===== src/rtl/imm_pkg.sv =====
// Purpose: shared type codes, opcodes, occupancy states and opcode decoder for the immediate generator.
// Latency: n/a (declarations and a combinational helper only).
// Backpressure: n/a.
package imm_pkg;

    // Immediate type codes
    localparam logic [2:0] IMM_NONE = 3'd0;
    localparam logic [2:0] IMM_I    = 3'd1;
    localparam logic [2:0] IMM_S    = 3'd2;
    localparam logic [2:0] IMM_B    = 3'd3;
    localparam logic [2:0] IMM_U    = 3'd4;
    localparam logic [2:0] IMM_J    = 3'd5;
    localparam logic [2:0] IMM_LOAD = 3'd6;
    localparam logic [2:0] IMM_SYS  = 3'd7;

    // Major opcodes (instr[6:0])
    localparam logic [6:0] OP_REG    = 7'b0110011;
    localparam logic [6:0] OP_IMM    = 7'b0010011;
    localparam logic [6:0] OP_JALR   = 7'b1100111;
    localparam logic [6:0] OP_FENCE  = 7'b0001111;
    localparam logic [6:0] OP_LOAD   = 7'b0000011;
    localparam logic [6:0] OP_STORE  = 7'b0100011;
    localparam logic [6:0] OP_BRANCH = 7'b1100011;
    localparam logic [6:0] OP_LUI    = 7'b0110111;
    localparam logic [6:0] OP_AUIPC  = 7'b0010111;
    localparam logic [6:0] OP_JAL    = 7'b1101111;
    localparam logic [6:0] OP_SYSTEM = 7'b1110011;
    localparam logic [6:0] OP_IMM_32 = 7'b0011011;  // RV64 only
    localparam logic [6:0] OP_REG_32 = 7'b0111011;  // RV64 only

    // Skid buffer occupancy
    typedef enum logic [1:0] {
        OCC_EMPTY = 2'd0,
        OCC_ONE   = 2'd1,
        OCC_TWO   = 2'd2
    } occ_state_t;

    typedef struct packed {
        logic [2:0] imm_type;
        logic       illegal;
    } dec_t;

    // Opcode -> immediate type. Unknown opcodes map to IMM_NONE so the
    // formatted immediate is zero, and flag illegal.
    function automatic dec_t imm_decode(input logic [6:0] opcode, input logic rv64);
        dec_t d;
        d.imm_type = IMM_NONE;
        d.illegal  = 1'b0;
        case (opcode)
            OP_REG:                      d.imm_type = IMM_NONE;
            OP_IMM, OP_JALR, OP_FENCE:   d.imm_type = IMM_I;
            OP_LOAD:                     d.imm_type = IMM_LOAD;
            OP_STORE:                    d.imm_type = IMM_S;
            OP_BRANCH:                   d.imm_type = IMM_B;
            OP_LUI, OP_AUIPC:            d.imm_type = IMM_U;
            OP_JAL:                      d.imm_type = IMM_J;
            OP_SYSTEM:                   d.imm_type = IMM_SYS;
            OP_IMM_32: begin
                d.imm_type = rv64 ? IMM_I : IMM_NONE;
                d.illegal  = !rv64;
            end
            OP_REG_32:                   d.illegal  = !rv64;
            default:                     d.illegal  = 1'b1;
        endcase
        return d;
    endfunction

endpackage


===== src/rtl/imm_format_unit.sv =====
// Purpose: assemble the RV32I immediate for a given type code and sign-extend bit 31 to XLEN.
// Latency: combinational.
// Backpressure: none (pure function of inputs).
// Ports: instr - instruction word; imm_type - type code; imm - XLEN-wide sign-extended immediate.
module imm_format_unit
    import imm_pkg::*;
#(
    parameter int XLEN = 32
) (
    input  logic [31:0]     instr,
    input  logic [2:0]      imm_type,
    output logic [XLEN-1:0] imm
);

    logic [31:0] imm32;

    always_comb begin
        imm32 = '0;
        case (imm_type)
            IMM_I, IMM_LOAD, IMM_SYS:
                imm32 = {{20{instr[31]}}, instr[31:20]};
            IMM_S:
                imm32 = {{20{instr[31]}}, instr[31:25], instr[11:7]};
            IMM_B:
                imm32 = {{19{instr[31]}}, instr[31], instr[7], instr[30:25], instr[11:8], 1'b0};
            IMM_U:
                imm32 = {instr[31:12], 12'b0};
            IMM_J:
                imm32 = {{11{instr[31]}}, instr[31], instr[19:12], instr[20], instr[30:21], 1'b0};
            default:
                imm32 = '0;
        endcase
    end

    // Every format already carries bit 31 in imm32[31], so widening is a
    // plain sign extension (U-type included).
    generate
        if (XLEN == 64) begin : g_rv64
            assign imm = {{32{imm32[31]}}, imm32};
        end else begin : g_rv32
            assign imm = imm32;
        end
    endgenerate

endmodule


===== src/rtl/imm_gen_pipe.sv =====
// Purpose: decode-stage immediate generator with a 2-entry skid buffer on a valid/ready interface.
// Latency: 1 cycle from acceptance to valid_out when empty; 1 instruction/cycle sustained.
// Backpressure: ready_out is registered and drops only when both entries are full; flush empties the buffer.
// Ports: clk_in/rst_n_in (sync active-low); flush_in; valid_in/ready_out/instr_in/imm_type_in upstream;
//        valid_out/ready_in/imm_out/instr_out/illegal_out downstream.
module imm_gen_pipe
    import imm_pkg::*;
#(
    parameter int XLEN        = 32,
    parameter bit AUTO_DECODE = 1'b1
) (
    input  logic            clk_in,
    input  logic            rst_n_in,
    input  logic            flush_in,
    input  logic            valid_in,
    output logic            ready_out,
    input  logic [31:0]     instr_in,
    input  logic [2:0]      imm_type_in,
    output logic            valid_out,
    input  logic            ready_in,
    output logic [XLEN-1:0] imm_out,
    output logic [31:0]     instr_out,
    output logic            illegal_out
);

    occ_state_t state, state_nxt;

    logic            rdy_q;
    logic            in_xfer;
    logic            out_xfer;

    // Type selection and formatting for the incoming instruction
    dec_t            dec;
    logic [2:0]      sel_type;
    logic            sel_illegal;
    logic [XLEN-1:0] new_imm;

    always_comb begin
        dec         = imm_decode(instr_in[6:0], XLEN == 64);
        sel_type    = imm_type_in;
        sel_illegal = 1'b0;
        if (AUTO_DECODE) begin
            sel_type    = dec.imm_type;
            sel_illegal = dec.illegal;
        end
    end

    imm_format_unit #(
        .XLEN (XLEN)
    ) u_format (
        .instr    (instr_in),
        .imm_type (sel_type),
        .imm      (new_imm)
    );

    // Entry registers: head (drives the outputs) and skid
    logic [XLEN-1:0] head_imm,  skid_imm;
    logic [31:0]     head_instr, skid_instr;
    logic            head_ill,  skid_ill;

    // A flushed input is never a transfer, even though ready_out may be high.
    assign in_xfer  = valid_in && rdy_q && !flush_in;
    assign out_xfer = (state != OCC_EMPTY) && ready_in;

    // State register
    always_ff @(posedge clk_in) begin
        if (!rst_n_in) begin
            state <= OCC_EMPTY;
            rdy_q <= 1'b0;
        end else begin
            state <= state_nxt;
            rdy_q <= (state_nxt != OCC_TWO);
        end
    end

    // Next-state logic
    always_comb begin
        state_nxt = state;
        if (flush_in) begin
            state_nxt = OCC_EMPTY;
        end else begin
            case (state)
                OCC_EMPTY: if (in_xfer) state_nxt = OCC_ONE;
                OCC_ONE: begin
                    if (in_xfer && !out_xfer)      state_nxt = OCC_TWO;
                    else if (!in_xfer && out_xfer) state_nxt = OCC_EMPTY;
                end
                OCC_TWO:   if (out_xfer) state_nxt = OCC_ONE;
                default:   state_nxt = OCC_EMPTY;
            endcase
        end
    end

    // Output logic: everything comes from registers
    always_comb begin
        valid_out   = (state != OCC_EMPTY);
        ready_out   = rdy_q;
        imm_out     = head_imm;
        instr_out   = head_instr;
        illegal_out = head_ill;
    end

    // Head loads fresh data when it is free or being consumed this cycle,
    // except in TWO where the older skid entry moves up instead.
    logic head_load_new;
    logic head_load_skid;
    logic skid_load;

    always_comb begin
        head_load_new  = !flush_in && in_xfer &&
                         ((state == OCC_EMPTY) || ((state == OCC_ONE) && out_xfer));
        head_load_skid = !flush_in && (state == OCC_TWO) && out_xfer;
        skid_load      = !flush_in && in_xfer && (state == OCC_ONE) && !out_xfer;
    end

    always_ff @(posedge clk_in) begin
        if (!rst_n_in) begin
            head_imm   <= '0;
            head_instr <= '0;
            head_ill   <= 1'b0;
            skid_imm   <= '0;
            skid_instr <= '0;
            skid_ill   <= 1'b0;
        end else begin
            if (head_load_new) begin
                head_imm   <= new_imm;
                head_instr <= instr_in;
                head_ill   <= sel_illegal;
            end else if (head_load_skid) begin
                head_imm   <= skid_imm;
                head_instr <= skid_instr;
                head_ill   <= skid_ill;
            end
            if (skid_load) begin
                skid_imm   <= new_imm;
                skid_instr <= instr_in;
                skid_ill   <= sel_illegal;
            end
        end
    end

endmodule


===== config.mk =====
export PLATFORM = sky130hd
export DESIGN_NAME = imm_gen_pipe
export DESIGN_NICKNAME = d
export VERILOG_FILES = /design/src/rtl/imm_pkg.sv /design/src/rtl/imm_format_unit.sv /design/src/rtl/imm_gen_pipe.sv
export SDC_FILE = /design/constraint.sdc
export NUM_CORES = 1
export LEC_CHECK = 0
export ABC_AREA = 1
export BUFFER_PORTS_ARGS = -buffer_cell sky130_fd_sc_hd__clkbuf_2
export CAP_MARGIN = 20
export CORE_ASPECT_RATIO = 1.5
export CORE_MARGIN = 3
export CORE_UTILIZATION = 40
export DETAILED_ROUTE_END_ITERATION = 6
export SYNTH_ARGS = -nofsm -noshare
export SYNTH_HDL_FRONTEND = slang
export SYNTH_SLANG_ARGS = --single-unit

===== constraint.sdc =====
create_clock -name clk_in -period 1.81 [get_ports clk_in]
set_input_delay 0.0905 -clock clk_in [delete_from_list [all_inputs] [get_ports clk_in]]
set_output_delay 0.0905 -clock clk_in [all_outputs]
set_load 0.005 [all_outputs]

==> flow_metrics.env, run 1 <==
export IMPL_status="finished, final reports clean"
export IMPL_antenna_found_initial=0
export IMPL_clkPwrFrac=0.494
export IMPL_hpwl_um=11100
export IMPL_area_delta_synth_final_pct=32.2
export IMPL_avgSynthCellArea_sq_um=6.86
export IMPL_seq_power_share=0.432
export IMPL_yosysUniqueCellTypes=29
export IMPL_drt_iter0_drc=383
export IMPL_syn_inst=847
export IMPL_p_sw_frac=0.236
export IMPL_start_kind="primary input"
export IMPL_clk_latency_ns=0.41
export IMPL_grt_use_met3=0.0437
export IMPL_ys_seq_area_frac=0.458
export IMPL_wire_per_inst_um=14.8
export IMPL_ios=107
export IMPL_tightest_slew_ns=0.440
export IMPL_leakage_uw=0.00347
export IMPL_fin_crit_sh=0.928
export IMPL_grt_pass1_vias=5655
export IMPL_cts_sinks=133
export IMPL_timing_fmax_mhz=595
export IMPL_clkTransAtPathRegs_ns=0.06
export IMPL_grt_usage=0.214
export IMPL_gp_congestion=0.832
export IMPL_busiest_layer="met2"
export IMPL_initial_utilization=0.411
export IMPL_fin_area_sq_mm=0.00768
export IMPL_cpPeakStageDelay_ns=0.53
export IMPL_drv_slew=0
export IMPL_worstPathArrival_ns=2.03
export IMPL_num_rows=53
export IMPL_crit_fanout=8
export IMPL_layout_common_cells="nand2_1 (213), dfxtp_1 (132), clkbuf_2 (101)"
export IMPL_finalHoldViolCount=0
export IMPL_syn_area_sq_mm=0.00581
export IMPL_crit_chain="dlygate4sd3_1 -> buf_4 -> nand2_1 -> nor2_2 -> nand2_2 -> nand2_1 -> inv_1 -> nand3_1 -> nand2_2 -> nand2_4 -> nand3_4 -> buf_12 -> nand2_1 -> nand2_1 -> a21oi_1"
export IMPL_die_area_sq_mm=0.0160
export IMPL_cts_root_buf="clkbuf_16"
export IMPL_power_density_mw_per_mm2=909
export IMPL_syn_nets=887
export IMPL_peakVddDrop_mv=0.655
export IMPL_htreeDepth=4
export IMPL_fin_nets=1012
export IMPL_ys_seq_elements=133
export IMPL_final_antenna_net_count=0
export IMPL_grt_max_degree=81
export IMPL_first_pass_iters=5
export IMPL_hold_ws_ns=0.0144
export IMPL_drcViolationCount=0
export IMPL_worstHoldPathType="in2reg"
export IMPL_die_y_um=154
export IMPL_grt_first_pass_wirelength_um=28000
export IMPL_layout_commonest_cell="nand2_1"
export IMPL_slowest_stage="dlygate4sd3_1"
export IMPL_cap_viol_max_count=0
export IMPL_cp_end_kind="register"
export IMPL_drt_total_wl_um=17500
export IMPL_die_w_um=104
export IMPL_vias=5934
export IMPL_internal_power_uw=5340
export IMPL_fill_cells=1412
export IMPL_p_sw_uw=1650
export IMPL_postPlaceCellArea_sq_mm=0.00666
export IMPL_skew_ns=0.00659
export IMPL_finalCriticalPeriod_ns=1.68
export IMPL_setup_violations=0
export IMPL_rr_startpoint="state[0]"
export IMPL_crit_required_ns=2.16
export IMPL_cts_tree="built"
export IMPL_crit_start="instr_in[3]"
export IMPL_globalRouteOverflowTotal=0
export IMPL_portBuffers=103
export IMPL_max_slew_margin_rel=0.706
export IMPL_clock_path_buffers=2
export IMPL_holdCritStartpoint="instr_in[23]"
export IMPL_core_sq_mm=0.0141
export IMPL_yosysWarnings=0
export IMPL_layout_drive_gt1_share=0.206
export IMPL_grt_use_met1=0.256
export IMPL_via_per_inst=5.05
export IMPL_insertedDiodeCount=0
export IMPL_path_common_cell="nand2_1"
export IMPL_fin_util=0.544
export IMPL_cts_made_buffers=17
export IMPL_met2_usage=0.374
export IMPL_worstSetupPathType="in2reg"
export IMPL_share_comb_of_total_power=0.074
==> layout make-up <==
class / count / area [sq um] / area share
multi-input cells: 571 / 2670 / 0.347
flip-flops and latches: 133 / 2660 / 0.347
repair buffers: 161 / 1180 / 0.154
clock buffers: 21 / 470 / 0.0612
inverters: 88 / 333 / 0.0433
well taps: 192 / 240 / 0.0313
clock inverters: 10 / 123 / 0.0160
==> per-stage QoR <==
stage | TNS, ns | instances | total power (uW) | setup slack (ns)
global placement | 0 | 1111 | 3530 | 0.0349
finish | 0 | 1176 | 6980 | 0.130
detailed placement | -0.258 | 1111 | 3530 | -0.0369
global route | -0.0208 | 1176 | 7230 | -0.00952
CTS | 0 | 1166 | 7010 | 0.0103
floorplan | 0 | 847 | 3300 | 0.193
==> layer usage <==
layer / wire [um] / part of all wire / vias to the layer above
met5: 0 / 0 / -
met4: 474 / 0.027 / 0
met3: 870 / 0.050 / 36
met2: 8670 / 0.50 / 191
met1: 7440 / 0.43 / 2703
li1: - / - / 3004
==> final timing paths <==
check | end | slack, ns | cells after the start
setup / recovery | imm_out[15] | 0.13 | 15
hold / removal | skid_instr[23] | 0.01 | 3
setup reg to reg | skid_imm[1] | 0.16 | 10
hold reg to reg | skid_instr[31] | 0.46 | 2
==> what timing repair did <==
item                                   4_1_cts  5_1_grt
cloned                                       0        3
endpoints found under the hold margin       44        0
pin swaps                                    0        6
buffers inserted                             0        7
hold buffers                                24        0
setup endpoints to repair                   21      105
gates resized for setup                      1       30
==> kinds of logic after synthesis <==
family,after synthesis,share of synthesized area
AO/OA/AOI/OAI,184,0.171
buffers and inverters,143,0.0958
flip-flops,133,0.458
AND/OR/NAND/NOR,387,0.275
==> flip-flops by register name, indices dropped and copies added, names as in the netlist <==
register / flops
imm_out: 32
instr_out: 32
skid_imm: 32
skid_instr: 32
state: 2
illegal_out: 1
ready_out: 1
skid_ill: 1
==> cell usage after synthesis <==
cell / count / area [sq um]
a21boi_0: 1 / 7.51
a21oi_1: 70 / 350
a22oi_1: 3 / 22.5
a31oi_1: 42 / 263
buf_1: 2 / 7.51
buf_2: 7 / 35.0
buf_4: 1 / 7.51
buf_6: 1 / 11.3
clkbuf_1: 44 / 165
clkinv_1: 1 / 3.75
dfxtp_1: 133 / 2660
inv_1: 77 / 289
inv_2: 10 / 37.5
nand2_1: 217 / 815
nand2_2: 2 / 12.5
nand2_4: 1 / 11.3
nand3_1: 32 / 160
nand3_2: 1 / 10.0
nand4_1: 23 / 144
nor2_1: 106 / 398
nor2_2: 1 / 6.26
nor3_1: 1 / 5.00
nor3_2: 2 / 20.0
nor3_4: 1 / 16.3
o2111ai_1: 1 / 8.76
o211ai_1: 1 / 7.51
o21ai_0: 51 / 255
o21ai_1: 13 / 65.1
o22ai_1: 2 / 12.5
==> power by group through the flow <==
stage                     clock (uW)  combinational, uW  sequential (uW)
after global routing            3640                567             3020
after CTS                       3500                491             3020
after floorplan                    0                219             3080
after global placement             0                448             3080
final                           3450                515             3020
after detailed placement           0                449             3080
==> critical path: cells and delay by family <==
kind / cells / cell delay (ns)
AND/OR/NAND/NOR: 10 / 0.93
buffers and inverters: 4 / 0.90
AO/OA/AOI/OAI: 1 / 0.11
Power figures use the tool's default switching activity.
==> run 2: changes to the inputs <==
--- a/config.mk
+++ b/config.mk
@@ -5,13 +5,13 @@
 export SDC_FILE = /design/constraint.sdc
 export NUM_CORES = 1
 export LEC_CHECK = 0
-export ABC_AREA = 1
 export BUFFER_PORTS_ARGS = -buffer_cell sky130_fd_sc_hd__clkbuf_2
 export CAP_MARGIN = 20
 export CORE_ASPECT_RATIO = 1.5
 export CORE_MARGIN = 3
 export CORE_UTILIZATION = 40
 export DETAILED_ROUTE_END_ITERATION = 6
+export MAX_ROUTING_LAYER = met4
 export SYNTH_ARGS = -nofsm -noshare
 export SYNTH_HDL_FRONTEND = slang
 export SYNTH_SLANG_ARGS = --single-unit
==> run 2 against run 1 <==
Compared with the run above: clock-buffer cell count shrank 1; clock skew grew 0.0012 ns; largest power group unchanged; global-route usage grew 0.73 points; routed wire length shrank 3.0%; hold slack gained 0.0073 ns; core utilization shrank 0.43 points; register-to-register slack lost 0.03 ns; via count shrank 7.5%; synthesized cell count shrank 20%; setup slack lost 0.0013 ns; fmax is essentially flat; die area shrank 0.96%.
==> flow_metrics.env, run 2 <==
export IMPL_layout_commonest_cell="nand2_1"
export IMPL_vias=5489
export IMPL_tightest_slew_ns=0.700
export IMPL_start_kind="register"
export IMPL_wire_per_inst_um=16.7
export IMPL_via_per_inst=5.43
export IMPL_cpPeakStageDelay_ns=0.31
export IMPL_layout_drive_gt1_share=0.249
export IMPL_rsz0062_at_grt="false"
export IMPL_fin_util=0.540
export IMPL_initial_utilization=0.409
export IMPL_ys_seq_area_frac=0.463
export IMPL_synth_edf_count=0
export IMPL_antenna_found_initial=0
export IMPL_syn_nets=721
export IMPL_avgSynthCellArea_sq_um=8.44
export IMPL_max_slew_margin_rel=0.533
export IMPL_peakVddDrop_mv=0.567
export IMPL_cp_end_kind="register"
export IMPL_ios=107
export IMPL_setup_violations=0
export IMPL_cap_viol_max_count=0
export IMPL_insertedDiodeCount=0
export IMPL_hold_ws_ns=0.0217
export IMPL_drt_total_wl_um=16900
export IMPL_die_area_sq_mm=0.0159
export IMPL_hpwl_um=11600
export IMPL_drt_iter0_drc=346
export IMPL_seq_power_share=0.419
export IMPL_timing_fmax_mhz=595
export IMPL_skew_ns=0.00777
export IMPL_yosysUniqueCellTypes=58
export IMPL_leakage_uw=0.00302
export IMPL_internal_power_uw=5570
export IMPL_slowest_stage="dfxtp_1"
export IMPL_grt_usage=0.221
export IMPL_yosysWarnings=0
export IMPL_ys_top_cells_by_count="nand2_1 (172), dfxtp_1 (133), a21oi_1 (59), o21ai_0 (43), nor2_1 (37)"
export IMPL_finalHoldViolCount=0
export IMPL_clkPwrFrac=0.513
export IMPL_final_antenna_net_count=0
export IMPL_clk_latency_ns=0.41
export IMPL_cts_sinks=133
export IMPL_htreeDepth=4
export IMPL_fin_nets=846
export IMPL_synth_most_common_cell="nand2_1"
export IMPL_regArea_sq_mm=0.00266
export IMPL_synthArstFlopShare=0
export IMPL_clock_path_buffers=2
export IMPL_area_delta_synth_final_pct=31.9
export IMPL_grt_first_pass_wirelength_um=27800
export IMPL_cts_made_buffers=17
export IMPL_drcViolationCount=0
export IMPL_synth_top_area_share=0.463
export IMPL_die_w_um=104
export IMPL_power_density_mw_per_mm2=947
export IMPL_ys_top_cells_by_area="dfxtp_1 (46%), nand2_1 (11%), a21oi_1 (5.1%)"
export IMPL_crit_chain="buf_4 -> nor4bb_4 -> buf_6 -> buf_12 -> nand2_1 -> a31oi_1 -> a21boi_0"
export IMPL_crit_fanout=29
export IMPL_worstSetupPathType="reg2reg"
export IMPL_gp_congestion=0.914
export IMPL_crit_required_ns=2.15
export IMPL_clkTransAtPathRegs_ns=0.06
export IMPL_finalCriticalPeriod_ns=1.68
export IMPL_ys_seq_elements=133
export IMPL_grt_max_degree=47
export IMPL_layout_common_cells="nand2_1 (171), dfxtp_1 (133), clkbuf_2 (103)"
export IMPL_total_power_uw=7190
export IMPL_status="finished, final reports clean"
export IMPL_first_pass_iters=5
export IMPL_cts_root_buf="clkbuf_16"
export IMPL_crit_buf_inv=3
export IMPL_syn_area_sq_mm=0.00575
export IMPL_share_comb_of_total_power=0.068
export IMPL_p_sw_uw=1620
export IMPL_multi_input_area_sq_mm=0.00286
export IMPL_num_rows=53
export IMPL_setup_tns_ns=0
export IMPL_fin_area_sq_mm=0.00759
export IMPL_cp_top_family="buffers and inverters"
export IMPL_synth_ff_type="dfxtp_1"
export IMPL_cts_tree="built"
export IMPL_worstHoldPathType="in2reg"
export IMPL_die_y_um=153
export IMPL_p_sw_frac=0.225
export IMPL_syn_inst=681
export IMPL_grt_pass1_vias=5430
export IMPL_portBuffers=103
export IMPL_postPlaceCellArea_sq_mm=0.00673
export IMPL_worstPathArrival_ns=2.02
export IMPL_drv_slew=0
export IMPL_fin_crit_sh=0.929
export IMPL_fill_cells=1327
export IMPL_yosysTopAreaCell="dfxtp_1"
export IMPL_globalRouteOverflowTotal=0
export IMPL_core_sq_mm=0.0141
## run 2: changes by cell type after synthesis, moves of 29 or more
| cell | delta |
|---|---|
| inv_1 | -73 |
| nor2_1 | -69 |
| nand2_1 | -45 |
| a311oi_1 | +32 |
| nand3_1 | -31 |
| a31oi_1 | -29 |
## run 2: what timing repair did
| action | CTS | global route |
|---|---|---|
| hold buffers | 19 | 0 |
| resized for setup | 5 | 3 |
| cloned | 0 | 0 |
| hold endpoints to repair | 33 | 0 |
| endpoints found under the setup margin | 33 | 56 |
| pin swaps | 0 | 1 |
| setup buffers | 0 | 1 |
## run 2: routing by layer
layer  GRT usage  vias to the layer above  share of wire
met5           -                        -              0
met4      0.0938                        0          0.019
met3      0.0389                       30          0.041
met2       0.380                      160           0.53
met1       0.253                     2621           0.41
li1            -                     2678              -
## run 2: worst register-to-register path: stages (launching register included)
cell	delay (ns)
dfxtp_1	0.31
buf_4	0.16
nor4bb_4	0.32
buf_6	0.19
buf_12	0.19
nand2_1	0.08
a31oi_1	0.18
a21boi_0	0.19
## run 2: stage by stage
stage / setup WS [ns] / instances
after floorplan: 0.0505 / 681
after global placement: -0.0323 / 959
after detailed placement: -0.0938 / 959
after CTS: 0.00416 / 1010
after global routing: 0.00126 / 1011
final: 0.129 / 1011
## run 2: logic make-up (layout without fill, tap and decap cells)
| logic type | after synthesis | after routing | synth area share |
|---|---|---|---|
| flip-flops | 133 | 133 | 0.463 |
| AO/OA/AOI/OAI | 215 | 215 | 0.266 |
| multiplexers | 21 | 21 | 0.0366 |
| buffers and inverters | 64 | 202 | 0.0476 |
| XOR/XNOR | 3 | 3 | 0.00457 |
| AND/OR/NAND/NOR | 245 | 245 | 0.182 |
## run 2: power by group through the flow
stage / clock network [uW] / logic, uW / registers (uW)
after floorplan: 0 / 213 / 3070
after global placement: 0 / 441 / 3070
after detailed placement: 0 / 451 / 3070
after CTS: 3740 / 489 / 3010
after global routing: 3880 / 534 / 3020
final: 3690 / 489 / 3010
## run 2: worst paths after layout
check / startpoint / end / slack [ns] / cells after the start
worst max register to register: state[0] / imm_out[4] / 0.13 / 7
worst max-delay path: state[0] / imm_out[4] / 0.13 / 7
worst min-delay path: instr_in[26] / skid_instr[26] / 0.02 / 3
worst min register to register: skid_instr[28] / skid_instr[28] / 0.46 / 2
## run 2: cell type report
class	count	area share
Sequential cell	133	0.351
Clock buffer	20	0.0602
Multi-Input combinational cell	484	0.377
Timing Repair Buffer	166	0.155
Inverter	4	0.00198
Tap cell	192	0.0317
Clock inverter	12	0.0233
